[config.mk]
export PLATFORM = sky130hd
export DESIGN_NAME = fetch_queue
export DESIGN_NICKNAME = d
export VERILOG_FILES = /design/src/rtl/lx32_arch_pkg.sv /design/src/rtl/lx32_isa_pkg.sv /design/src/rtl/fetch_fifo.sv /design/src/rtl/fetch_queue.sv
export SDC_FILE = /design/constraint.sdc
export NUM_CORES = 1
export LEC_CHECK = 0
export BUFFER_PORTS_ARGS = -buffer_cell sky130_fd_sc_hd__buf_2
export CAP_MARGIN = 25
export CORE_ASPECT_RATIO = 1.1
export CORE_MARGIN = 2
export CORE_UTILIZATION = 49
export CTS_CLUSTER_DIAMETER = 50
export DETAILED_ROUTE_END_ITERATION = 7
export PLACE_DENSITY = 0.77
export SLEW_MARGIN = 20
export SYNTH_ARGS = -nofsm -noshare
export SYNTH_HDL_FRONTEND = slang
export SYNTH_SLANG_ARGS = --single-unit
[constraint.sdc]
create_clock -name clk -period 16.6 [get_ports clk]
set_input_delay 0.83 -clock clk [delete_from_list [all_inputs] [get_ports clk]]
set_output_delay 0.83 -clock clk [all_outputs]
set_load 0.02 [all_outputs]
[src/rtl/lx32_arch_pkg.sv]
// LX32 architectural defaults and front-end bundle types.
package lx32_arch_pkg;

    localparam logic [31:0] RESET_PC_DEFAULT = 32'h0000_0000;

    typedef struct packed {
        logic [31:0] instr;
        logic [31:0] pc;
    } fetch_entry_t;

endpackage

[src/rtl/lx32_isa_pkg.sv]
// LX32 ISA constants shared by the front end.
package lx32_isa_pkg;

    // addi x0, x0, 0
    localparam logic [31:0] NOP_INSTR = 32'h0000_0013;

endpackage

[src/rtl/fetch_fifo.sv]
// Instruction queue storage for the fetch unit: circular buffer with flush.
module fetch_fifo
    import lx32_arch_pkg::*;
#(
    parameter int unsigned DEPTH = 2,
    localparam int unsigned AW = $clog2(DEPTH),
    localparam int unsigned CW = AW + 1
) (
    input  logic          clk,
    input  logic          rst_n,
    input  logic          push_i,
    input  fetch_entry_t  data_i,
    input  logic          pop_i,
    input  logic          flush_i,
    output fetch_entry_t  data_o,
    output logic          full_o,
    output logic          empty_o,
    output logic [CW-1:0] count_o
);

    localparam logic [CW-1:0] FULL_CNT = CW'(DEPTH);

    fetch_entry_t  mem_q [DEPTH];
    logic [AW-1:0] wr_ptr_q;
    logic [AW-1:0] wr_ptr_d;
    logic [AW-1:0] rd_ptr_q;
    logic [AW-1:0] rd_ptr_d;
    logic [CW-1:0] cnt_q;
    logic [CW-1:0] cnt_d;
    logic          do_push;
    logic          do_pop;

    assign empty_o = (cnt_q == '0);
    assign full_o  = (cnt_q == FULL_CNT);
    assign count_o = cnt_q;
    assign data_o  = mem_q[rd_ptr_q];

    // A full queue still accepts a push when the head leaves in the same cycle.
    assign do_pop  = pop_i && !empty_o;
    assign do_push = push_i && (!full_o || do_pop);

    always_comb begin
        wr_ptr_d = wr_ptr_q;
        rd_ptr_d = rd_ptr_q;
        cnt_d    = cnt_q;
        if (flush_i) begin
            wr_ptr_d = '0;
            rd_ptr_d = '0;
            cnt_d    = '0;
        end else begin
            if (do_push) begin
                wr_ptr_d = wr_ptr_q + AW'(1);
            end
            if (do_pop) begin
                rd_ptr_d = rd_ptr_q + AW'(1);
            end
            unique case ({do_push, do_pop})
                2'b10:   cnt_d = cnt_q + CW'(1);
                2'b01:   cnt_d = cnt_q - CW'(1);
                default: cnt_d = cnt_q;
            endcase
        end
    end

    always_ff @(posedge clk or negedge rst_n) begin
        if (!rst_n) begin
            wr_ptr_q <= '0;
            rd_ptr_q <= '0;
            cnt_q    <= '0;
        end else begin
            wr_ptr_q <= wr_ptr_d;
            rd_ptr_q <= rd_ptr_d;
            cnt_q    <= cnt_d;
        end
    end

    always_ff @(posedge clk) begin
        if (do_push && !flush_i) begin
            mem_q[wr_ptr_q] <= data_i;
        end
    end

endmodule

[src/rtl/fetch_queue.sv]
// Fetch unit: issues sequential imem requests and queues responses for decode.
// Define LX32_FETCH_PERF_EN to add the perf_fetch_cnt delivered-instruction counter.
module fetch_queue
    import lx32_arch_pkg::*;
    import lx32_isa_pkg::*;
#(
    parameter logic [31:0] RESET_PC    = RESET_PC_DEFAULT,
    parameter int unsigned QUEUE_DEPTH = 2
) (
    input  logic        clk,
    input  logic        rst_n,
    output logic        imem_req_valid,
    input  logic        imem_req_ready,
    output logic [31:0] imem_req_addr,
    input  logic        imem_rsp_valid,
    input  logic [31:0] imem_rsp_data,
    input  logic        redirect_valid,
    input  logic [31:0] redirect_pc,
`ifdef LX32_FETCH_PERF_EN
    output logic [31:0] perf_fetch_cnt,
`endif
    output logic        id_valid,
    input  logic        id_ready,
    output logic [31:0] id_instr,
    output logic [31:0] id_pc
);

    localparam int unsigned   AW      = $clog2(QUEUE_DEPTH);
    localparam int unsigned   CW      = AW + 1;
    localparam logic [CW:0]   DEPTH_C = (CW + 1)'(QUEUE_DEPTH);

    logic [31:0]  pc_q;
    logic [31:0]  pc_d;
    logic [31:0]  rsp_pc_q;
    logic [31:0]  rsp_pc_d;
    logic [CW-1:0] out_q;
    logic [CW-1:0] out_d;
    logic [CW-1:0] stale_q;
    logic [CW-1:0] stale_d;
    logic [CW-1:0] fifo_cnt;
    logic [CW:0]  inflight;
    logic [31:0]  redir_pc;
    logic         req_hs;
    logic         rsp_hs;
    logic         live_rsp;
    logic         push;
    logic         pop;
    logic         fifo_full;
    logic         fifo_empty;
    fetch_entry_t wr_entry;
    fetch_entry_t head;

    assign redir_pc = redirect_pc & 32'hFFFF_FFFC;
    assign inflight = {1'b0, fifo_cnt} + {1'b0, out_q};

    // Outstanding requests include stale ones, so a slot is reserved per request.
    assign imem_req_valid = rst_n && (inflight < DEPTH_C);
    assign imem_req_addr  = pc_q;
    assign req_hs         = imem_req_valid && imem_req_ready;

    assign rsp_hs   = imem_rsp_valid && (out_q != '0);
    assign live_rsp = rsp_hs && (stale_q == '0) && !redirect_valid;

    // Responses return in order, so the oldest live request address is tracked.
    assign wr_entry = '{instr: imem_rsp_data, pc: rsp_pc_q};
    assign push     = live_rsp && (!fifo_full || pop);
    assign pop      = id_valid && id_ready;

    assign id_valid = !fifo_empty;
    assign id_instr = fifo_empty ? NOP_INSTR : head.instr;
    assign id_pc    = fifo_empty ? pc_q : head.pc;

    fetch_fifo #(
        .DEPTH   (QUEUE_DEPTH)
    ) u_fifo (
        .clk     (clk),
        .rst_n   (rst_n),
        .push_i  (push),
        .data_i  (wr_entry),
        .pop_i   (pop),
        .flush_i (redirect_valid),
        .data_o  (head),
        .full_o  (fifo_full),
        .empty_o (fifo_empty),
        .count_o (fifo_cnt)
    );

    always_comb begin
        pc_d     = pc_q;
        rsp_pc_d = rsp_pc_q;
        out_d    = out_q;
        stale_d  = stale_q;
        if (req_hs) begin
            pc_d  = pc_q + 32'd4;
            out_d = out_d + CW'(1);
        end
        if (rsp_hs) begin
            out_d = out_d - CW'(1);
            if (stale_q != '0) begin
                stale_d = stale_q - CW'(1);
            end
        end
        if (live_rsp) begin
            rsp_pc_d = rsp_pc_q + 32'd4;
        end
        // Everything still in flight after this cycle belongs to the old path.
        if (redirect_valid) begin
            pc_d     = redir_pc;
            rsp_pc_d = redir_pc;
            stale_d  = out_d;
        end
    end

    always_ff @(posedge clk or negedge rst_n) begin
        if (!rst_n) begin
            pc_q     <= RESET_PC;
            rsp_pc_q <= RESET_PC;
            out_q    <= '0;
            stale_q  <= '0;
        end else begin
            pc_q     <= pc_d;
            rsp_pc_q <= rsp_pc_d;
            out_q    <= out_d;
            stale_q  <= stale_d;
        end
    end

`ifdef LX32_FETCH_PERF_EN
    logic [31:0] perf_q;

    always_ff @(posedge clk or negedge rst_n) begin
        if (!rst_n) begin
            perf_q <= '0;
        end else if (pop) begin
            perf_q <= perf_q + 32'd1;
        end
    end

    assign perf_fetch_cnt = perf_q;
`endif

endmodule

### Word-level counts from Yosys, hierarchy flattened

Memories as Yosys holds them, arrays and structs flattened.
Cells that the tools add are included.

| word-level totals | value |
|---|---|
| flip-flop bits (word level) | 72 |
| RAM bits | 128 |
| word-level logic and storage cells | 68 |
| memories | 1 |
| output and inout port bits | 98 |
| input port bits | 70 |

Memories:

| memory | depth | bits a word | rd ports | clocked after Yosys merged registers in | wr ports | line | RTL |
|---|---|---|---|---|---|---|---|
| u_fifo.mem_q | 2 | 64 | 1 | 0 | 1 | fetch_fifo.sv:23 | `fetch_entry_t mem_q [DEPTH];` |

| operators by class | value |
|---|---|
| multiplexer cells | 19 |
| add/sub/neg operators | 10 |
| magnitude comparators | 1 |
| reduce and logical (&&, ||, !) cells | 27 |
| eq/ne operators | 3 |

Operators with widths:

| cell | number |
|---|---|
| 32-bit 2-to-1 mux | 6 |
| 32-bit by 3-bit adder with 32-bit output, second input constant | 2 |
| 2-bit nonzero test | 8 |
| 2-bit 2-to-1 mux | 6 |
| 1-bit logical AND | 10 |
| 1-bit 2-to-1 mux | 6 |
| 2-bit by 1-bit subtractor with 2-bit output, second input constant | 3 |
| 2-bit by 1-bit adder with 2-bit output, second input constant | 2 |
| 2-bit == test, second input constant | 2 |
| 2-bit zero test | 2 |
| 2-bit one-hot mux with 2 select lines | 1 |
| 2-bit by 2-bit adder with 3-bit output | 1 |
| 1-bit zero test | 3 |
| 3-bit by 2-bit less-than comparator with 1-bit output, second input constant | 1 |
| 3-bit nonzero test | 1 |
| 1-bit adder, second input constant | 2 |
| 2-bit by 1-bit == test with 1-bit output, second input constant | 1 |
| 1-bit logical OR | 2 |
| 2-bit AND reduction | 1 |

### Longest topological paths before layout

Gate-level depths: netlist (run 1).

| logic depth | value |
|---|---|
| depth in word-level cells | 9 |
| mapped depth | 9 |
| gate-level depth less buffers | 7 |

### Modules after synthesis

A second synthesis (run 1) with hierarchy kept.

| second synthesis, totals | value |
|---|---|
| cell total of the unflattened synthesis | 737 |
| area total of the unflattened synthesis | 9369.0 um^2 |

By module, submodules not included:

| module | cells each | times used | seq. area each (um^2) | area an instance (um^2) |
|---|---|---|---|---|
| fetch_fifo | 224 | 1 | 3943.8 | 4853.4 |
| fetch_queue | 513 | 1 | 1601.5 | 4515.6 |

### Worst setup path before layout (run 1)

OpenSTA, ideal clock, no wires.

| path | value |
|---|---|
| kind | in2reg |
| start point | input imem_rsp_valid |
| end point | memory u_fifo.mem_q[1][10] (netlist name) (enable) |
| setup time | 0.571 ns |
| cell stages on the path | 5 |
| buffers on the path | 1 |
| path slack | 9.786 ns |
| data arrival time | 6.243 ns |
| required time | 16.029 ns |
| path through | nand2b_1 buf_6 nor2_1 o31ai_1 nor3b_1 |

| on the way | value |
|---|---|
| word-level cells in the longest chain between the ends | 8 |

RTL lines:

| element | line | RTL |
|---|---|---|
| start, declared | fetch_queue.sv:15 | `input logic imem_rsp_valid,` |
| 1-bit logical AND | fetch_queue.sv:61 | `assign rsp_hs = imem_rsp_valid && (out_q != '0);` |
| 1-bit logical AND (2 in a row) | fetch_queue.sv:62 | `assign live_rsp = rsp_hs && (stale_q == '0) && !redirect_valid;` |
| 1-bit logical AND | fetch_queue.sv:66 | `assign push = live_rsp && (!fifo_full \|\| pop);` |
| 1-bit logical AND | fetch_fifo.sv:40 | `assign do_push = push_i && (!full_o \|\| do_pop);` |
| 1-bit logical AND | fetch_fifo.sv:78 | `if (do_push && !flush_i) begin` |
| 1-bit 2-to-1 mux | fetch_fifo.sv:78 |  |
| 1-bit 2-to-1 mux (implied by the code) | fetch_fifo.sv:79 | `mem_q[wr_ptr_q] <= data_i;` |
| end, declared | fetch_fifo.sv:23 |  |

Every way passes these cells.

### Worst setup path in the final report (run 1)

| path | value |
|---|---|
| start point | register u_fifo.cnt_q[0], in the netlist u_fifo.count_o[0] |
| end point | register pc_q[26], in the netlist imem_req_addr[26] |

| on the way | value |
|---|---|
| word-level cells in the longest chain between the ends | 5 |

RTL lines:

| element | line | RTL |
|---|---|---|
| start, declared | fetch_fifo.sv:28 | `logic [CW-1:0] cnt_q;` |
| start signal, assigned | fetch_fifo.sv:73 | `cnt_q <= cnt_d;` |
| 2-bit by 2-bit adder with 3-bit output | fetch_queue.sv:54 | `assign inflight = {1'b0, fifo_cnt} + {1'b0, out_q};` |
| 3-bit by 2-bit less-than comparator with 1-bit output | fetch_queue.sv:57 | `assign imem_req_valid = rst_n && (inflight < DEPTH_C);` |
| 1-bit logical AND | fetch_queue.sv:57 |  |
| 1-bit logical AND | fetch_queue.sv:59 | `assign req_hs = imem_req_valid && imem_req_ready;` |
| 2-bit nonzero test (no source line) | - |  |
| end signal, assigned | fetch_queue.sv:121 | `pc_q <= pc_d;` |
| end, declared | fetch_queue.sv:32 | `logic [31:0] pc_q;` |

Every way passes these cells.
A chain may end at the register's enable or synchronous reset.

==> summary.md, run 1 <==
| Metric | Value |
|---|---|
| # setup viols final | 0 |
| Die width | 131 um |
| Synth async-reset ratio | 0.354 |
| Mapped Cells | 674 |
| Die Y | 144 um |
| Port Buffer Count | 161 |
| Ys Warns | 0 |
| RSZ-0062 raised after global routing | no |
| Hold Crit Class | in -> async |
| CTS Root Cell | clkbuf_16 |
| Post-synth top flop | edfxtp_1 |
| Synth unique cells | 46 |
| Antenna Cells | 0 |
| Nets@finish | 907 |
| WS Path Type | reg -> reg |
| Tot Pwr | 1.27 mW |
| Final antenna-violating net count | 0 |
| Number of max-cap violations | 0 |
| Crit path launch type | flip-flop |
| Number of global-route vias before repair | 5513 |
| P&R area growth vs syn | 18.5% |
| Pre-antenna DRT Iters | 6 |
| Non-Filler Instances | 1083 |
| Synth Cell Area | 8720 sq um |
| Post_cts resized | 0 |
| DR DRC count | 0 |
| Via count | 5850 |
| WL per Instance | 17.6 um |
| RR Startpoint | u_fifo.count_o[0] |
| Skew-Pair Late Insertion Delay | 0.43 ns |
| Core ar. | 17500 sq um |
| Worst path required time | 16.91 ns |
| IO Pins | 168 |
| Slew HR | 0.400 |
| CTS tree | built |
| Clock sinks | 192 |
| Hold Worst Slack | 0.458 ns |
| Post-synthesis sequential area ratio | 0.622 |
| Worst Max-Slew Pin Slew | 0.897 ns |
| Reg-to-Reg End | imem_req_addr[26] |
| Endpoints failing hold | 0 |
| Max VDD drop | 0.0000735 V |
| Die area | 18900 sq um |
| R2R depth | 7 |
| Post-CTS Hold Buffers | 0 |
| Via density | 5.40 |
| Largest net degree at the start of global routing | 58 |
| H-tree levels | 4 |
| Fraction of layout cells with a size suffix above 1 | 0.303 |
| Post-Place Cells | 1051 |
| Sum of negative setup slack | 0 ns |
| Total global routing overflow | 0 |
| R2R setup slack | 13.06 ns |
| Dpl ws | 12.74 ns |
| Fin. max-slew vios | 0 |
| Clk_skew | 0.00936 ns |
| Routability cong. | 0.747 |
| Status | finished, final reports clean |
| PnR worst setup slack | 13.06 ns |
| Final wirelength | 19100 um |
| Clock slew at reported path FFs | 0.07 ns |
| Number of flops mapped to enable cells by yosys | 124 |
| First-pass GRT wire length | 29300 um |
| Fmax | 282 MHz |
| Post-CTS setup buffer count | 0 |
| Leak | 3.95 nW |
| Pwr/cell area | 123 nW/um^2 |
| TritonCTS buffer count | 17 |
| Initial antenna violation count | 0 |
| Tcrit/Tclk final | 0.214 |
| Placed instance area | 9800 sq um |
| Maximum fanout along the worst path | 12 |
| Finished Cell Area | 10300 sq um |
| Row cnt | 51 |
| GRT Util Overall | 0.203 |
| Util after Layout | 0.589 |
| Worst Setup End Kind | flip-flop |
| CP arrival | 3.85 ns |
| Synth Area per Inst | 12.9 sq um |
| Fill cell count | 1439 |
| Initial drt markers | 464 |
| Dpl hpwl | 12900 um |
| Max clock buf depth | 2 |
| Synthesized flop and latch total | 192 |
| Initial core utilization | 0.497 |
| Minimum clock period | 3.54 ns |
[state kept, by name, indices dropped and copies added, names as in the netlist]
| name | count |
|---|---|
| u_fifo.rd_ptr_q | 1 |
| u_fifo.mem_q | 124 |
| rsp_pc_q | 30 |
| imem_req_addr | 30 |
| out_q | 2 |
| u_fifo.wr_ptr_q | 1 |
| u_fifo.count_o | 2 |
| stale_q | 2 |
[placed cells by master, fill, tap and decap left out, drive strengths merged, types with 2 or more instances in the layout]
cell / Yosys / final
a21boi: 2 / 2
a21oi: 13 / 13
and3: 5 / 5
and4: 4 / 4
buf: 11 / 171
clkbuf: 24 / 25
clkinv: 0 / 2
conb: 1 / 4
dfrtp: 68 / 68
edfxtp: 124 / 124
ha: 4 / 4
inv: 13 / 17
mux2: 45 / 45
mux2i: 65 / 65
nand2: 54 / 54
nand2b: 4 / 4
nand3: 18 / 18
nand4: 24 / 24
nor2: 53 / 53
nor3: 14 / 14
nor3b: 4 / 4
nor4: 11 / 11
o21ai: 35 / 35
o31ai: 2 / 2
or3: 2 / 2
xnor2: 37 / 37
xor2: 24 / 24
[power by group]
group	switching [mW]	total (mW)	internal, mW
clock network	0.167	0.376	0.209
logic	0.178	0.288	0.109
registers	0.0421	0.604	0.562
total	0.388	1.27	0.880
[logic make-up (layout without fill, tap and decap cells)]
kind of cell | Yosys count | count (layout) | synth area share
AO/OA/AOI/OAI | 58 | 58 | 0.0366
XOR/XNOR | 61 | 61 | 0.0613
adder cells (fa/ha/maj) | 5 | 5 | 0.00803
buffers and inverters | 48 | 216 | 0.0237
flip-flops | 192 | 192 | 0.622
multiplexers | 110 | 110 | 0.133
other | 1 | 4 | 0.000430
AND/OR/NAND/NOR | 199 | 199 | 0.115
[layout make-up]
class,instances,area (sq um),share of cell area
Timing Repair Buffer,171,901,0.0871
Clock buffer,25,495,0.0479
Inverter,13,48.8,0.00472
Multi-Input combinational cell,437,3120,0.302
Tap cell,238,298,0.0288
Clock inverter,7,48.8,0.00472
Sequential cell,192,5430,0.525
[Yosys cell counts (all sizes together), types with 2 or more instances]
cell type / instances / area share
xnor2: 37 / 0.037
nor3b: 4 / 0.0034
nand2b: 4 / 0.0029
clkbuf: 24 / 0.010
nor2: 53 / 0.023
nor3: 14 / 0.0080
o31ai: 2 / 0.0017
and4: 4 / 0.0040
mux2i: 65 / 0.075
nand4: 24 / 0.019
a21boi: 2 / 0.0017
a21oi: 13 / 0.0075
edfxtp: 124 / 0.43
ha: 4 / 0.0057
nor4: 11 / 0.010
nand2: 54 / 0.023
inv: 13 / 0.0056
or3: 2 / 0.0014
dfrtp: 68 / 0.20
mux2: 45 / 0.058
and3: 5 / 0.0036
xor2: 24 / 0.024
buf: 11 / 0.0077
nand3: 18 / 0.011
o21ai: 35 / 0.020
[worst max path at each step]
stage	from	endpoint	slack, ns	cells past startpoint
detailed placement	rst_n	imem_req_addr[26]	12.74	7
floorplan	imem_rsp_valid	u_fifo.mem_q[1][10]	9.79	5
global placement	rst_n	imem_req_addr[28]	12.82	7
finish	u_fifo.count_o[0]	imem_req_addr[26]	13.06	7
CTS	u_fifo.count_o[0]	imem_req_addr[28]	13.06	7
global route	u_fifo.count_o[0]	imem_req_addr[26]	12.87	7
[layer usage]
metal,share of wire,GRT usage
met1,0.44,0.268
met2,0.50,0.343
met3,0.053,0.0392
met4,0.012,0.0681
met5,0,0
[critical path, cell delays in order, from the launching register on]
cell      delay, ns
dfrtp_1        0.44
and2_1         0.20
fa_1           0.45
and4bb_2       0.52
nand4_1        0.77
nor4_1         0.64
xor2_1         0.12
mux2_2         0.28
No activity file was read; power rests on OpenSTA's default activity.
==> inputs of run 2 (changes only) <==
==> constraint.sdc (replaced) <==
create_clock -name clk -period 3.4 [get_ports clk]
set_input_delay 0.17 -clock clk [delete_from_list [all_inputs] [get_ports clk]]
set_output_delay 0.17 -clock clk [all_outputs]
set_load 0.02 [all_outputs]
==> run 2 against run 1 <==
  * Flip-flop and latch count is the same
  * Design area rose by 5.7%
  * Utilization grew 3.4 points
  * Register-to-register slack got worse by 13 ns
  * Worst setup slack got worse by 13 ns
  * Sequential share of layout area decreased by 2.8 points
  * Cell count grew 4.9%
  * First-iteration DRC count fell by 16%
  * Worst hold slack worse by 0.44 ns
  * Sequential power grew to 4.9 times the previous value
  * Highest routed layer unchanged
  * Maximum frequency is 10% higher
  * Largest power group unchanged
==> summary.md, run 2 (synthesized netlist as in run 1, its figures left out) <==
| Metric | Value |
|---|---|
| Status | finished, final reports clean |
| Die width | 131 um |
| Via density | 5.34 |
| Skew-Pair Late Insertion Delay | 0.42 ns |
| Multi-input gate area | 3140 sq um |
| Routability cong. | 0.800 |
| Pwr/cell area | 582 nW/um^2 |
| Sequential cell area | 5430 sq um |
| CTS Root Cell | clkbuf_16 |
| # setup viols final | 0 |
| Slew HR | 0.405 |
| Non-Filler Instances | 1136 |
| Total global routing overflow | 0 |
| DR DRC count | 0 |
| WL per Instance | 17.9 um |
| Fraction of layout cells with a size suffix above 1 | 0.288 |
| Row cnt | 51 |
| Pre-antenna DRT Iters | 5 |
| IO Pins | 168 |
| CTS tree | built |
| WS Path Type | reg -> reg |
| Worst Setup End Kind | flip-flop |
| Initial antenna violation count | 0 |
| Number of global-route vias before repair | 6121 |
| WP buf/inv | 0 |
| Fill cell count | 1360 |
| CP delay by family, top | simple AND/OR/NAND/NOR gates |
| Post-CTS setup buffer count | 0 |
| Post-CTS Hold Buffers | 52 |
| Sum of negative setup slack | 0 ns |
| Max VDD drop | 0.000350 V |
| Maximum fanout along the worst path | 12 |
| Number of max-cap violations | 0 |
| CP arrival | 3.48 ns |
| Tcrit/Tclk final | 0.946 |
| Worst Max-Slew Pin Slew | 0.892 ns |
| Fin. max-slew vios | 0 |
| Via count | 6061 |
| Most frequent cells in the layout | buf_2 (161), edfxtp_1 (124), dfrtp_1 (67) |
| Switching power | 1.94 mW |
| GRT Util Overall | 0.220 |
| Antenna Cells | 0 |
| Slowest cell on crit path | nor4_1 |
| Internal | 4.42 mW |
| Worst path required time | 3.66 ns |
| Clock sinks | 192 |
| First-pass GRT wire length | 32100 um |
| Nets@finish | 960 |
| Max FFs per register | 124 |
| Max incr delay on CP | 0.61 ns |
| Initial drt markers | 389 |
| Clock slew at reported path FFs | 0.07 ns |
| Clk_skew | 0.00980 ns |
| P&R area growth vs syn | 25.3% |
| Final wirelength | 20300 um |
| Crit-path cells | and2_1 -> fa_1 -> and4bb_2 -> nand3_1 -> nor4_1 -> xnor2_1 -> a21boi_0 |
| Die area | 18900 sq um |
| Clock network fraction of design power | 0.301 |
| Die Y | 144 um |
| Max clock buf depth | 2 |
| H-tree levels | 4 |
| Port Buffer Count | 161 |
| Tot Pwr | 6.36 mW |
| Fmax | 311 MHz |
| Final antenna-violating net count | 0 |
| Register share of total power | 0.463 |
| Leak | 4.19 nW |
| Post-Place Cells | 1052 |
| Minimum clock period | 3.22 ns |
| Hold Crit Class | in -> reg |
| Dpl hpwl | 12900 um |
| TritonCTS buffer count | 17 |
| Commonest non-fill, non-tap cell in the layout | buf_2 |
| Largest net degree at the start of global routing | 69 |
| Initial core utilization | 0.497 |
| Core ar. | 17500 sq um |
| Comb pwr share | 0.236 |
| RSZ-0062 raised after global routing | no |
| Sw Share | 0.305 |
| Post_cts resized | 0 |
| Crit path launch type | flip-flop |
| Endpoints failing hold | 0 |
| Biggest register | u_fifo.mem_q |
==> run 2: power by group through the flow <==
| stage | Clock [mW] | Combinational, mW | Sequential (mW) |
|---|---|---|---|
| 5_1_grt | 2.02 | 1.65 | 2.97 |
| 2_1_floorplan | 0 | 0.971 | 2.98 |
| 3_3_place_gp | 0 | 1.42 | 2.98 |
| 3_5_place_dp | 0 | 1.45 | 2.99 |
| 6_report | 1.91 | 1.50 | 2.95 |
| 4_1_cts | 1.95 | 1.51 | 2.94 |
==> run 2: layer usage <==
layer,vias up,GRT usage,part of all wire
li1,2871,-,-
met5,-,0,0
met1,2974,0.288,0.44
met4,0,0.0784,0.017
met2,193,0.368,0.48
met3,23,0.0437,0.057
==> run 2: path summary, 6_finish.rpt <==
path                                         from                  end  slack, ns  cells past startpoint
worst max-delay path            u_fifo.count_o[0]    imem_req_addr[31]       0.18                      7
worst min register to register       rsp_pc_q[11]  u_fifo.mem_q[0][11]       0.49                      0
worst min-delay path              redirect_pc[23]    imem_req_addr[23]       0.01                      2
min in group asynchronous                   rst_n    u_fifo.count_o[1]       0.08                      2
max in group asynchronous                   rst_n      u_fifo.rd_ptr_q       2.68                      2
worst max register to register  u_fifo.count_o[0]    imem_req_addr[31]       0.18                      7
==> run 2: layout make-up <==
| cell class | count | share of cell area |
|---|---|---|
| repair buffers | 224 | 0.132 |
| well taps | 238 | 0.0272 |
| clock inverters | 8 | 0.00721 |
| flip-flops and latches | 192 | 0.497 |
| inverters | 13 | 0.00446 |
| clock buffers | 24 | 0.0450 |
| multi-input cells | 437 | 0.287 |
==> run 2: metrics by stage <==
step                setup WS, ns  hold slack, ns   util  cell area [sq um]
finish                     0.182          0.0136  0.623              10900
global route              0.0555          0.0119  0.623              10900
CTS                        0.254        0.000873  0.623              10900
detailed placement         0.348           0.362  0.561               9840
global placement           0.367           0.358  0.561               9840
floorplan                 0.0317          -0.126      -               8760
==> inputs of run 3 (changes only) <==
--- a/config.mk
+++ b/config.mk
@@ -13,6 +13,7 @@
 export CTS_CLUSTER_DIAMETER = 50
 export DETAILED_ROUTE_END_ITERATION = 7
 export PLACE_DENSITY = 0.77
+export REMOVE_ABC_BUFFERS = 1
 export SLEW_MARGIN = 20
 export SYNTH_ARGS = -nofsm -noshare
 export SYNTH_HDL_FRONTEND = slang
==> run 3 against run 2 <==
  * Sequential share of layout area is 0.34 points lower
  * Largest power group unchanged
  * Critical path type unchanged
  * Design area up 0.70%
  * First-iteration DRC count decreased by 8.7%
==> summary.md, run 3 (synthesized netlist as in run 1, its figures left out) <==
| Metric | Value |
|---|---|
| Crit path launch type | flip-flop |
| WL per Instance | 17.4 um |
| Via count | 6023 |
| RSZ-0062 raised after global routing | no |
| Comb pwr share | 0.226 |
| Leak | 4.23 nW |
| Dpl ws | 0.348 ns |
| Antenna Cells | 0 |
| Status | finished, final reports clean |
| Minimum clock period | 3.17 ns |
| Core ar. | 17500 sq um |
| Max VDD drop | 0.000399 V |
| Via density | 5.26 |
| Die Y | 144 um |
| Port Buffer Count | 161 |
| Row cnt | 51 |
| Max incr delay on CP | 0.53 ns |
| Fin. max-slew vios | 0 |
| TritonCTS buffer count | 17 |
| Clk_skew | 0.0107 ns |
| Max FFs per register | 124 |
| Initial drt markers | 355 |
| First-pass GRT wire length | 31700 um |
| CP arrival | 3.49 ns |
| Internal | 4.45 mW |
| Max clock buf depth | 2 |
| Pre-antenna DRT Iters | 5 |
| Worst Setup End Kind | flip-flop |
| Final antenna-violating net count | 0 |
| Clock sinks | 192 |
| PnR worst setup slack | 0.233 ns |
| Post_cts resized | 0 |
| Clock slew at reported path FFs | 0.07 ns |
| Dpl hpwl | 13200 um |
| Biggest register | u_fifo.mem_q |
| Register share of total power | 0.456 |
| Commonest non-fill, non-tap cell in the layout | buf_2 |
| Endpoints failing hold | 0 |
| Fraction of layout cells with a size suffix above 1 | 0.292 |
| Routability cong. | 0.768 |
| H-tree levels | 4 |
| Number of max-cap violations | 0 |
| Fmax | 316 MHz |
| Worst path required time | 3.72 ns |
| Maximum fanout along the worst path | 12 |
| Largest net degree at the start of global routing | 45 |
| Initial core utilization | 0.497 |
| Final wirelength | 19900 um |
| Slowest cell on crit path | nor4_1 |
| WS Path Type | reg -> reg |
| P&R area growth vs syn | 26.2% |
| R2R setup slack | 0.23 ns |
| Skew-Pair Late Insertion Delay | 0.43 ns |
| Clock network fraction of design power | 0.318 |
| Crit-path cells | and2_1 -> fa_1 -> and4bb_2 -> nand3_1 -> nor4_1 -> xor2_1 -> mux2_2 |
| Util after Layout | 0.627 |
| Initial antenna violation count | 0 |
| Sw Share | 0.314 |
| # setup viols final | 0 |
| Slew HR | 0.484 |
| Die width | 131 um |
| IO Pins | 168 |
| Number of global-route vias before repair | 5998 |
| Total global routing overflow | 0 |
| Hold Crit Class | in -> reg |
| Die area | 18900 sq um |
| DR DRC count | 0 |
| Nets@finish | 968 |
| Switching power | 2.04 mW |
| Tcrit/Tclk final | 0.931 |
| Tot Pwr | 6.49 mW |
| Sum of negative setup slack | 0 ns |
| CTS Root Cell | clkbuf_16 |
| Pwr/cell area | 590 nW/um^2 |
| Worst Max-Slew Pin Slew | 0.772 ns |
| Most frequent cells in the layout | buf_2 (161), edfxtp_1 (124), dfrtp_1 (67) |
| GRT Util Overall | 0.218 |
| CTS tree | built |
[run 3: cell types whose count changed in the layout (fill, tap and decap cells not counted), sizes merged]
cell,delta
buf,+4
clkbuf,-7
inv,+5
bufinv,+1
clkinv,+1
dlygate4sd3,+4
[run 3: final timing paths]
kind | startpoint | end | depth (start not counted)
setup reg to reg | u_fifo.count_o[0] | imem_req_addr[25] | 7
max in group asynchronous | rst_n | u_fifo.rd_ptr_q | 4
min in group asynchronous | rst_n | rsp_pc_q[17] | 3
hold reg to reg | rsp_pc_q[11] | u_fifo.mem_q[0][11] | 0
hold / removal | redirect_pc[7] | rsp_pc_q[7] | 3
setup / recovery | u_fifo.count_o[0] | imem_req_addr[25] | 7
[run 3: power by group through the flow]
stage	combinational, mW	clock, mW	sequential, mW
after floorplan	0.909	0	3.02
after global placement	1.39	0	2.99
after detailed placement	1.42	0	3.01
after CTS	1.48	2.10	2.96
after global routing	1.62	2.17	2.99
final	1.47	2.07	2.96
[run 3: what timing repair did]
item                                   in CTS  in global routing
setup buffers                               0                  0
endpoints found under the hold margin     131                  0
hold buffers                               56                  0
[run 3: cell type report]
class	count	area, sq um
Tap cell	238	298
Sequential cell	192	5430
Clock inverter	15	196
Fill cell	1350	6540
Multi-Input combinational cell	437	3120
Inverter	13	48.8
Timing Repair Buffer	232	1490
Clock buffer	17	425
[run 3: worst max-delay path, delay by kind of cell, from the launching register on]
family                   cells  cell delay, ns
adder cells (fa/ha/maj)      1            0.45
AND/OR/NAND/NOR              4            1.75
multiplexers                 1            0.28
XOR/XNOR                     1            0.12
flip-flops                   1            0.44
[run 3: stage by stage]
step                instance area [sq um]  instances  hold WS, ns
floorplan                            8580        642       -0.126
global placement                     9830       1056        0.304
detailed placement                   9830       1056        0.312
CTS                                 11000       1144     0.000459
global route                        11000       1144      0.00683
finish                              11000       1144      0.00898
[run 3: per-layer routing]
layer | part of all wire | track usage
met5 | 0 | 0
met4 | 0.016 | 0.0721
met3 | 0.037 | 0.0370
met2 | 0.52 | 0.390
met1 | 0.43 | 0.272
